==> config.mk <==
export PLATFORM = sky130hd
export DESIGN_NAME = io_out_arbiter
export DESIGN_NICKNAME = d
export VERILOG_FILES = /design/src/rtl/io_out_arbiter.sv
export SDC_FILE = /design/constraint.sdc
export NUM_CORES = 1
export LEC_CHECK = 0
export CAP_MARGIN = 20
export CORE_MARGIN = 8
export CORE_UTILIZATION = 49
export DETAILED_ROUTE_END_ITERATION = 10
export GPL_ROUTABILITY_DRIVEN = 0
export PLACE_DENSITY = 0.88
export SYNTH_ARGS = -nofsm -noshare
export SYNTH_HDL_FRONTEND = slang
export SYNTH_SLANG_ARGS = --single-unit
==> constraint.sdc <==
create_clock -name CLK -period 2.3 [get_ports CLK]
set_input_delay 0.23 -clock CLK [delete_from_list [all_inputs] [get_ports CLK]]
set_output_delay 0.23 -clock CLK [all_outputs]
set_load 0.02 [all_outputs]
==> src/rtl/io_out_arbiter.sv <==
// Two-writer arbiter for the four front-panel output registers (LED + three hex banks).
// Round-robin by default; define IO_ARB_CORE_PRIO_EN to give requester A fixed priority.
module io_out_arbiter #(
    parameter int                DATA_W    = 8,
    parameter logic [DATA_W-1:0] RESET_VAL = '0
) (
    input  logic              CLK,
    input  logic              RESET_N,
    input  logic              REQA,
    input  logic [1:0]        ADDRA,
    input  logic [DATA_W-1:0] DATAA,
    output logic              GNTA,
    input  logic              REQB,
    input  logic [1:0]        ADDRB,
    input  logic [DATA_W-1:0] DATAB,
    output logic              GNTB,
    output logic [DATA_W-1:0] OUTD,
    output logic [DATA_W-1:0] OUTE,
    output logic [DATA_W-1:0] OUTF,
    output logic [DATA_W-1:0] OUTG,
    output logic              BUSY
);

    typedef enum logic [1:0] {
        IDLE  = 2'd0,
        WRITE = 2'd1,
        ACK   = 2'd2
    } state_t;

    state_t            state;
    logic              owner;      // 0 = A, 1 = B
    logic [1:0]        lat_addr;
    logic [DATA_W-1:0] lat_data;
    logic              pick_b;
    logic              owner_req;

`ifdef IO_ARB_CORE_PRIO_EN
    assign pick_b = REQB && !REQA;
`else
    logic last;                    // previous winner, 1 = B
    assign pick_b = REQB && (!REQA || !last);
`endif

    assign owner_req = owner ? REQB : REQA;

    // NOTE: every register below is updated with non-blocking assignments so all
    // branches see the pre-edge values regardless of statement order.
    always_ff @(posedge CLK) begin
        if (!RESET_N) begin
            state    <= IDLE;
            owner    <= 1'b0;
            lat_addr <= '0;
            lat_data <= '0;
            GNTA     <= 1'b0;
            GNTB     <= 1'b0;
            BUSY     <= 1'b0;
            OUTD     <= RESET_VAL;
            OUTE     <= RESET_VAL;
            OUTF     <= RESET_VAL;
            OUTG     <= RESET_VAL;
`ifndef IO_ARB_CORE_PRIO_EN
            last     <= 1'b1;
`endif
        end else begin
            case (state)
                IDLE: begin
                    if (REQA || REQB) begin
                        owner    <= pick_b;
                        lat_addr <= pick_b ? ADDRB : ADDRA;
                        lat_data <= pick_b ? DATAB : DATAA;
                        state    <= WRITE;
                        BUSY     <= 1'b1;
`ifndef IO_ARB_CORE_PRIO_EN
                        last     <= pick_b;
`endif
                    end
                end
                WRITE: begin
                    case (lat_addr)
                        2'd0:    OUTD <= lat_data;
                        2'd1:    OUTE <= lat_data;
                        2'd2:    OUTF <= lat_data;
                        default: OUTG <= lat_data;
                    endcase
                    GNTA  <= !owner;
                    GNTB  <= owner;
                    state <= ACK;
                end
                ACK: begin
                    // Hold the grant until the owner completes its half of the handshake.
                    if (!owner_req) begin
                        GNTA  <= 1'b0;
                        GNTB  <= 1'b0;
                        BUSY  <= 1'b0;
                        state <= IDLE;
                    end
                end
                default: begin
                    state <= IDLE;
                    BUSY  <= 1'b0;
                end
            endcase
        end
    end

endmodule
**Yosys cells after proc, flatten, opt, wreduce, memory -nomap -nowiden**

Cells that the tools add are included.

- Register bits after elaboration: 49
- Bits in latches: 0
- RAM bits: 0
- ROM bits: 0
- Bits of input ports: 24
- Output and inout port bits: 35
- Logic and storage cells: 49
- Memories: 0

- Add/subtract/negate cells: 0
- Multipliers: 0
- Divide/modulo/power cells: 0
- $lt $le $gt $ge: 0
- Eq/ne operators: 6
- Shifts and indexed selects: 0
- Muxes and demuxes: 11
- Bitwise gates (word level): 2
- Reduce and logical (&&, ||, !) cells: 18

Operators by type and width:

| kind | number |
|---|---|
| 2-bit AND reduction | 7 |
| 8-bit 2-to-1 mux | 1 |
| 2-bit 2-to-1 mux | 3 |
| 2-bit case mux with 3 select lines | 1 |
| 2-bit by 1-bit equality test with 1-bit output, second input constant | 2 |
| 2-bit equality test, second input constant | 2 |
| 2-bit zero test | 2 |
| 2-bit != test, second input constant | 2 |
| 1-bit case mux with 2 select lines | 2 |
| 1-bit zero test | 3 |
| 1-bit 2-to-1 mux | 3 |
| 1-bit case mux with 3 select lines | 1 |
| 3-bit AND reduction | 1 |
| 3-bit OR reduction | 1 |
| 1-bit logical OR | 2 |
| 1-bit NOT | 2 |
| 2-bit nonzero test | 1 |
| 1-bit logical AND | 1 |

**Longest topological paths before layout**

Gate-level depths: netlist (run 1).

- Word-level depth: 4
- Depth in mapped cells: 6
- Gate-level depth less buffers: 3

**Worst setup path before layout (run 1)**

OpenSTA, ideal clock, no wires.

- Path kind: flip-flop to flip-flop
- Start: register state[1]
- End: register OUTD[2]
- Setup time: 114 ps
- Arrival time: 1,269 ps
- Data required time: 2,186 ps
- Path slack: 918 ps
- Cell stages (with the launch flop): 7
- Buffers on the path: 3
- Clock period less this slack: 1,382 ps
- Cell sequence: dfxtp_1 > buf_6 > or4b_4 > buf_6 > buf_12 > nand3_2 > o21ai_2

- Longest elaborated chain between the ends: 2

Ends and longest elaborated chain:

| what | RTL line | text |
|---|---|---|
| start: declaration | 30 | `state_t state;` |
| start signal: assignment | 50 | `state <= IDLE;` |
| start signal: assignment | 71 | `state <= WRITE;` |
| start signal: assignment | 87 | `state <= ACK;` |
| 2-bit by 1-bit equality test with 1-bit output | 65 | `case (state)` |
| 2-bit AND reduction (no line) | n/a |  |
| end signal: assignment | 80 | `2'd0: OUTD <= lat_data;` |
| end: declaration | 17 | `output logic [DATA_W-1:0] OUTD,` |

Every way passes these cells.
A chain may end at the register's enable or synchronous reset.

**Final worst setup path (run 1)**

- Start: register state[0]
- End: register lat_data[0]

- Longest elaborated chain between the ends: 2

Ends and longest elaborated chain:

| what | RTL line | text |
|---|---|---|
| 2-bit zero test | 65 |  |
| 2-bit AND reduction (no line) | n/a |  |
| end signal: assignment | 70 | `lat_data <= pick_b ? DATAB : DATAA;` |
| end: declaration | 33 | `logic [DATA_W-1:0] lat_data;` |

Every way passes these cells.

==> results of run 1 <==
==> sequential cells by signal, summed over array words and instances, names as in the netlist, 2 cells and up <==
name	count
OUTE	8
lat_addr	2
OUTF	8
OUTG	8
OUTD	8
state	2
lat_data	8
==> cell usage in the layout, fill, tap and decap left out, drive strengths merged, types with 2 or more instances in the layout <==
cell,netlist,layout
nand3b,2,2
clkdlybuf4s50,0,58
a21oi,15,15
nand2,28,28
nand3,33,33
clkinv,0,2
nand4bb,2,2
and3,2,2
inv,3,3
nor3,3,3
o21ai,33,33
nor2,2,2
a311oi,10,10
clkbuf,12,6
buf,8,5
dfxtp,49,49
==> per-stage QoR <==
stage | power [mW] | worst slack (ns) | util | std cells | instance area [µm²]
2_1_floorplan | 1.12 | 0.918 | - | 213 | 1910
3_3_place_gp | 1.22 | 0.687 | 0.666 | 304 | 2470
3_5_place_dp | 1.22 | 0.629 | 0.666 | 304 | 2470
4_1_cts | 1.69 | 0.618 | 0.688 | 312 | 2560
5_1_grt | 1.76 | 0.510 | 0.688 | 312 | 2560
6_report | 1.69 | 0.596 | 0.688 | 312 | 2560
==> final timing paths <==
| check | startpoint | endpoint | slack, ns | depth (start not counted) |
|---|---|---|---|---|
| min reg2reg | OUTD[2]$_SDFFE_PN0P_ | OUTD[2]$_SDFFE_PN0P_ | 0.47 | 2 |
| max | state[0]$_SDFFE_PN0P_ | lat_data[0]$_SDFFE_PN0P_ | 0.60 | 3 |
| max reg2reg | state[0]$_SDFFE_PN0P_ | lat_data[0]$_SDFFE_PN0P_ | 0.60 | 3 |
| min | OUTD[2]$_SDFFE_PN0P_ | OUTD[2]$_SDFFE_PN0P_ | 0.47 | 2 |
==> synthesized netlist by cell type (all sizes together) <==
| library cell | instances |
|---|---|
| a21bo | 1 |
| or2 | 1 |
| clkbuf | 12 |
| a311oi | 10 |
| nand4bb | 2 |
| nor2 | 2 |
| inv | 3 |
| nor3 | 3 |
| o31ai | 1 |
| buf | 8 |
| and3 | 2 |
| nand3b | 2 |
| or4b | 1 |
| dfxtp | 49 |
| nor4 | 1 |
| nand3 | 33 |
| a21boi | 1 |
| nand2b | 1 |
| a22oi | 1 |
| mux2 | 1 |
| nand2 | 28 |
| o21ai | 33 |
| nand4b | 1 |
| o211ai | 1 |
| a21oi | 15 |
==> final cells by class <==
| class | count | area [µm²] | share of cell area |
|---|---|---|---|
| Sequential cell | 49 | 981 | 0.384 |
| Multi-Input combinational cell | 141 | 803 | 0.314 |
| Timing Repair Buffer | 63 | 618 | 0.242 |
| Clock buffer | 6 | 72.6 | 0.0284 |
| Tap cell | 48 | 60.1 | 0.0235 |
| Inverter | 3 | 11.3 | 0.00441 |
| Clock inverter | 2 | 10.0 | 0.00392 |
==> metal layers <==
metal | up-vias | routed length, µm | GRT usage
li1 | 867 | - | -
met1 | 768 | 2160 | 0.191
met2 | 66 | 2270 | 0.251
met3 | 6 | 380 | 0.0513
met4 | 0 | 61 | 0.0667
met5 | - | 0 | 0
==> power by group through the flow <==
stage / clock, mW / sequential [mW] / combinational (mW)
floorplan: 0 / 0.957 / 0.162
global placement: 0 / 0.950 / 0.267
detailed placement: 0 / 0.950 / 0.272
CTS: 0.486 / 0.931 / 0.274
global route: 0.525 / 0.937 / 0.298
finish: 0.485 / 0.932 / 0.274
==> kinds of logic (layout without fill, tap and decap cells) <==
group / after synthesis / after routing / synth area share
DFF: 49 / 49 / 0.514
buffers and inverters: 23 / 74 / 0.0643
and+or+nand+nor: 77 / 77 / 0.207
muxes: 1 / 1 / 0.00591
AOI/OAI and AO/OA: 63 / 63 / 0.209
==> tightest hold or removal path: stages (launching register included) <==
cell and delay (ns):
dfxtp_1 0.33, nand3_2 0.06, o21ai_2 0.04
==> impl_metrics.ini, run 1 <==
[run_status]
status = finished, final reports clean

[clock_network]
clk_latency_ns = 0.30
cts_hold_buf = 0
clockBufferDepth = 2
cts.reportedPaths.clkPinSlew_ns = 0.09
htreeDepth = 2
clkSinkCount = 49
cts_resized = 0
cts_tree = built
cts_setup_buffers = 0
cts_root_buf = clkbuf_8
cts_made_buffers = 5

[critical_path]
critPathKind = flip-flop to flip-flop
setup.worst_path.end_class = flip-flop
cp_slowest_cell = nor2_1
worstPathArrival_ns = 1.91
critical_path_buf_inv_count = 0
cp_slowest_stage_delay_ns = 0.68
start_kind = flip-flop
cp_top_family = simple AND/OR/NAND/NOR gates
critical_path_required_ns = 2.51
worstPathCellList = nor2_1 > a21oi_1 > a311oi_1
path_max_fanout = 14

[timing]
whs_ns = 0.466
fmax_mhz = 587
finClkSkew_ns = 0.00485
tns_ns = 0
relSlewSlack = 0.461
setup_violations = 0
drv_slew = 0
fin_crit_ns = 1.70
rsz0062_at_grt = no
hold_viol_final = 0
fin_crit_sh = 0.741
tightest_slew_ns = 0.805

[routing]
drc_errors = 0
via_per_inst = 5.47
wl_um = 4870
route.vias.total = 1707
firstDrtPassIters = 5
wl_per_cell_um = 15.6
ant_nets = 0
drt_iter0_markers = 92

[floorplanning]
die_w_um = 78.4
io_pins = 59
dieArea_mm2 = 0.00614
row_count = 22
die_h_um = 78.4
core_mm2 = 0.00372
initial_utilization = 0.513

[global_routing]
antenna_found_initial = 0
grt_pass1_vias = 1559
grt_start_max_net_pins = 17
track_usage = 0.158
grt_overflow = 0
grt_pass1_wl_um = 7830

[power_and_ir_drop]
power.density_mw_per_mm2 = 661
p_leak_nw = 0.907
seqPwrFrac = 0.551
ir_drop_mv = 0.392
p_sw_uw = 462
pwr-share-comb = 0.162
p_sw_frac = 0.273
clkPwrFrac = 0.287
internal_power_mw = 1.23

[placement]
dp_hpwl_um = 3550
port-buffer-count = 58

[synth]
synth_seq_cells = 49
yosysTopAreaCell = dfxtp_1
synth.avg_cell_area_um2 = 8.95
synth_area_mm2 = 0.00191
synth_cell_type_count = 30
synth_fp_nets = 237
synthTopCellsByArea = dfxtp_1 51%, nand3_1 8.1%, o21ai_0 6.6%, nand2_1 5.5%, a311oi_1 4.6%
synth_warnings = 0
synth_top_cell_area_share = 0.514
synth_cells = 213
ys_seq_area_frac = 0.514

[finish]
antennaDiodeCount = 0
drive_above_1_share = 0.0985
nNetsFinal = 287
fill_cells = 322
syn_to_final_growth_pct = 34.1

[hold_path]
hold_path.class = flip-flop to flip-flop

[flow_run]
max_cap_violations = 0
Note: power is estimated with default switching activity, not from simulation.
==> inputs of run 2 (changes only) <==
- CORE_UTILIZATION: 49 -> 46
- PLACE_DENSITY: 0.88 -> 0.84
- clock period: 2.3 -> 1.7 ns (I/O delays scaled with it)
==> run 2 against run 1 <==
Net effect:
- clock skew shrank 0.0011 ns
- maximum frequency grew 12%
- largest cell class unchanged
- cell count rose by 0.96%
- global-route usage shrank 0.23 points
- highest routed layer unchanged
- sequential share of layout area decreased by 1.1 points
- non-clock buffer count is 1 higher
- sequential cell count did not move
- critical endpoint is now OUTE[2]$_SDFFE_PN0P_
- via count decreased by 1.2%
- utilization shrank 3.0 points
- setup slack lost 0.41 ns
- final area rose by 2.9%
- register-to-register slack got worse by 0.41 ns
==> impl_metrics.ini, run 2 (synthesized netlist as in run 1, its figures left out) <==
[clock_network]
cts_setup_buffers = 0
htreeDepth = 2
clockBufferDepth = 2
cts_resized = 0
clk_latency_ns = 0.31
cts_root_buf = clkbuf_8
cts_tree = built
cts_hold_buf = 0
clkSinkCount = 49
cts_made_buffers = 5
cts.reportedPaths.clkPinSlew_ns = 0.09

[global_routing]
antenna_found_initial = 0
grt_pass1_vias = 1669
track_usage = 0.156
grt_overflow = 0
grt_pass1_wl_um = 7870
grt_start_max_net_pins = 36

[placement]
placement.cell_area_mm2 = 0.00250
dp_hpwl_um = 3570
place_ws_ns = 0.147
port-buffer-count = 58

[routing]
wl_um = 4880
drt_iter0_markers = 167
ant_nets = 0
drc_errors = 0
wl_per_cell_um = 15.5
route.vias.total = 1686
via_per_inst = 5.35
firstDrtPassIters = 4

[power_and_ir_drop]
p_leak_nw = 0.940
power.density_mw_per_mm2 = 991
ir_drop_mv = 0.557

[critical_path]
setup.worst_path.end_class = flip-flop
reg2regPathDepth = 3
path_max_fanout = 16
worstPathArrival_ns = 1.68
critical_path_required_ns = 1.87
start_kind = flip-flop
critPathKind = flip-flop to flip-flop

[floorplanning]
die_h_um = 80.4
die_w_um = 80.4
dieArea_mm2 = 0.00646
initial_utilization = 0.477
io_pins = 59
row_count = 23
core_mm2 = 0.00400

[timing]
finClkSkew_ns = 0.00378
setup_violations = 0
fin_crit_sh = 0.891
rsz0062_at_grt = no
hold_viol_final = 0
fin_crit_ns = 1.52
relSlewSlack = 0.627
fmax_mhz = 660
tns_ns = 0
tightest_slew_ns = 0.557
drv_slew = 0
worst_slack_ns = 0.185

[finish]
ff_latch_area_um2 = 981
syn_to_final_growth_pct = 37.9
multiInputGateArea_um2 = 803
fill_cells = 337
fin_util = 0.657
antennaDiodeCount = 0
final_common_cell = clkdlybuf4s50_1
nNetsFinal = 288
final_area_mm2 = 0.00263
final_cell_mix = 58 x clkdlybuf4s50_1, 49 x dfxtp_1, 31 x nand3_1
drive_above_1_share = 0.106

[run_status]
status = finished, final reports clean

[hold_path]
hold_path.class = input pin to flip-flop
whs_path_depth = 3

[flow_run]
max_cap_violations = 0
run 2: layout make-up:
class | count | share of cell area
Inverter | 3 | 0.00428
Sequential cell | 49 | 0.373
Timing Repair Buffer | 64 | 0.243
Tap cell | 50 | 0.0238
Clock inverter | 3 | 0.0247
Multi-Input combinational cell | 141 | 0.305
Clock buffer | 5 | 0.0262
run 2: path summary, 6_finish.rpt:
| path | startpoint | to | slack [ns] |
|---|---|---|---|
| setup / recovery | state[1]$_SDFFE_PN0P_ | OUTE[2]$_SDFFE_PN0P_ | 0.18 |
| hold / removal | DATAA[4] | lat_data[4]$_SDFFE_PN0P_ | 0.42 |
| setup reg to reg | state[1]$_SDFFE_PN0P_ | OUTE[2]$_SDFFE_PN0P_ | 0.18 |
| hold reg to reg | OUTD[2]$_SDFFE_PN0P_ | OUTD[2]$_SDFFE_PN0P_ | 0.47 |
run 2: per-layer routing:
layer / vias up / global-route usage / part of all wire
met5: - / 0 / 0
met4: 0 / 0.0800 / 0.018
met3: 5 / 0.0513 / 0.077
met2: 50 / 0.263 / 0.49
met1: 764 / 0.169 / 0.42
li1: 867 / - / -
run 2: critical path, stage by stage, from the launching register on:
cell and delay (ns):
dfxtp_1 0.41, nand4bb_1 0.59, nand3_1 0.25, o21ai_0 0.13
run 2: per-stage QoR:
stage	power, mW	cells	hold WS, ns
2_1_floorplan	1.51	213	0.323
3_3_place_gp	1.66	307	0.449
3_5_place_dp	1.66	307	0.463
4_1_cts	2.62	315	0.419
5_1_grt	2.71	315	0.448
6_report	2.61	315	0.423
run 2: power by group:
part | switching (mW) | internal, mW | total (mW)
registers | 0.0431 | 1.21 | 1.25
logic | 0.209 | 0.176 | 0.385
clock network | 0.384 | 0.584 | 0.968
total | 0.636 | 1.97 | 2.61
==> inputs of run 3 (changes only) <==
- CORE_MARGIN: 8 -> unset
==> run 3 against run 2 <==
Net effect:
- sequential power about the same
- worst hold slack got worse by 0.0066 ns
- sequential share of layout area increased by 0.16 points
==> impl_metrics.ini, run 3 (synthesized netlist as in run 1, its figures left out) <==
[clock_network]
clkSinkCount = 49
clk_latency_ns = 0.31
clockBufferDepth = 2
htreeDepth = 2
cts_root_buf = clkbuf_8
cts_resized = 0
cts.reportedPaths.clkPinSlew_ns = 0.09
cts_setup_buffers = 0
cts_made_buffers = 5
cts_tree = built
cts_hold_buf = 0

[global_routing]
grt_overflow = 0
antenna_found_initial = 0
grt_start_max_net_pins = 30
grt_pass1_vias = 1510
grt_pass1_wl_um = 7000
track_usage = 0.217

[finish]
drive_above_1_share = 0.109
fin_util = 0.655
final_area_mm2 = 0.00262
antennaDiodeCount = 0
nNetsFinal = 289
final_common_cell = clkdlybuf4s50_1
fin_cells = 316
fill_cells = 338
syn_to_final_growth_pct = 37.3
final_cell_mix = 58 x clkdlybuf4s50_1, 49 x dfxtp_1, 31 x nand3_1

[power_and_ir_drop]
pwr-share-comb = 0.157
p_sw_frac = 0.261
seqPwrFrac = 0.506
internal_power_mw = 1.83
total_power_mw = 2.47
clkPwrFrac = 0.337
power.density_mw_per_mm2 = 945
ir_drop_mv = 0.552
p_leak_nw = 0.931
p_sw_uw = 645

[timing]
drv_slew = 0
finClkSkew_ns = 0.0118
setup_violations = 0
whs_ns = 0.417
worst_slack_ns = 0.148
hold_viol_final = 0
fin_crit_sh = 0.913
tns_ns = 0
tightest_slew_ns = 0.573
relSlewSlack = 0.616
rsz0062_at_grt = no
fmax_mhz = 645
fin_crit_ns = 1.55

[critical_path]
reg2regPathDepth = 3
worstPathArrival_ns = 1.72
worstPathCellList = nand4bb_1 > nand3_1 > o21ai_0
cp_top_family = simple AND/OR/NAND/NOR gates
critical_path_required_ns = 1.87
r2r_setup_slack_ns = 0.15
crit_cells = 3
critPathKind = flip-flop to flip-flop
start_kind = flip-flop
setup.worst_path.end_class = flip-flop
rr_endpoint = OUTE[3]$_SDFFE_PN0P_
reg2reg_from = state[1]$_SDFFE_PN0P_
critical_path_buf_inv_count = 0
cp_slowest_cell = nand4bb_1
cp_slowest_stage_delay_ns = 0.60
path_max_fanout = 16

[floorplanning]
row_count = 23
die_w_um = 66.4
core_mm2 = 0.00400
io_pins = 59
dieArea_mm2 = 0.00441
initial_utilization = 0.477
die_h_um = 66.4

[placement]
place_ws_ns = 0.172
numPlacedInstances = 308
placement.cell_area_mm2 = 0.00250
port-buffer-count = 58
dp_hpwl_um = 3140

[run_status]
status = finished, final reports clean

[routing]
firstDrtPassIters = 4
wl_um = 4350
ant_nets = 0
wl_per_cell_um = 13.8
drc_errors = 0
via_per_inst = 5.37
route.vias.total = 1697
drt_iter0_markers = 121

[flow_run]
max_cap_violations = 0

[hold_path]
holdPathEnd = lat_data[4]$_SDFFE_PN0P_
min_from = DATAA[4]
hold_path.class = input pin to flip-flop
whs_path_depth = 3
[run 3: layout make-up]
class	count	area [µm²]	share of cell area
Sequential cell	49	981	0.375
Clock buffer	5	68.8	0.0263
Tap cell	50	62.6	0.0239
Timing Repair Buffer	65	646	0.247
Multi-Input combinational cell	141	803	0.307
Clock inverter	3	46.3	0.0177
Inverter	3	11.3	0.00430
[run 3: how the worst max path moves through the flow]
| stage | startpoint | end | slack (ns) |
|---|---|---|---|
| 2_1_floorplan | state[1]$_SDFFE_PN0P_ | OUTD[2]$_SDFFE_PN0P_ | 0.32 |
| 3_3_place_gp | REQB | lat_data[6]$_SDFFE_PN0P_ | 0.23 |
| 3_5_place_dp | state[1]$_SDFFE_PN0P_ | OUTE[3]$_SDFFE_PN0P_ | 0.17 |
| 4_1_cts | state[1]$_SDFFE_PN0P_ | OUTE[3]$_SDFFE_PN0P_ | 0.17 |
| 5_1_grt | state[0]$_SDFFE_PN0P_ | OUTF[1]$_SDFFE_PN0P_ | 0.03 |
| 6_report | state[1]$_SDFFE_PN0P_ | OUTE[3]$_SDFFE_PN0P_ | 0.15 |
[run 3: power groups by stage]
stage,combinational (mW),clock [mW],sequential (mW)
after floorplan,0.220,0,1.30
after global placement,0.382,0,1.28
after detailed placement,0.387,0,1.28
after CTS,0.389,0.848,1.25
after global routing,0.423,0.899,1.26
final,0.387,0.834,1.25
[run 3: layer usage]
metal,vias to the layer above,track usage,wire length (µm)
met1,758,0.269,1900
li1,865,-,-
met2,59,0.342,2100
met3,15,0.0638,225
met4,0,0.104,129
met5,-,0,0
[run 3: worst min-delay path, delay by kind of cell]
| family | cells | cell delay [ns] |
|---|---|---|
| buffers and inverters | 1 | 0.39 |
| AOI/OAI and AO/OA | 1 | 0.06 |
| and+or+nand+nor | 1 | 0.05 |
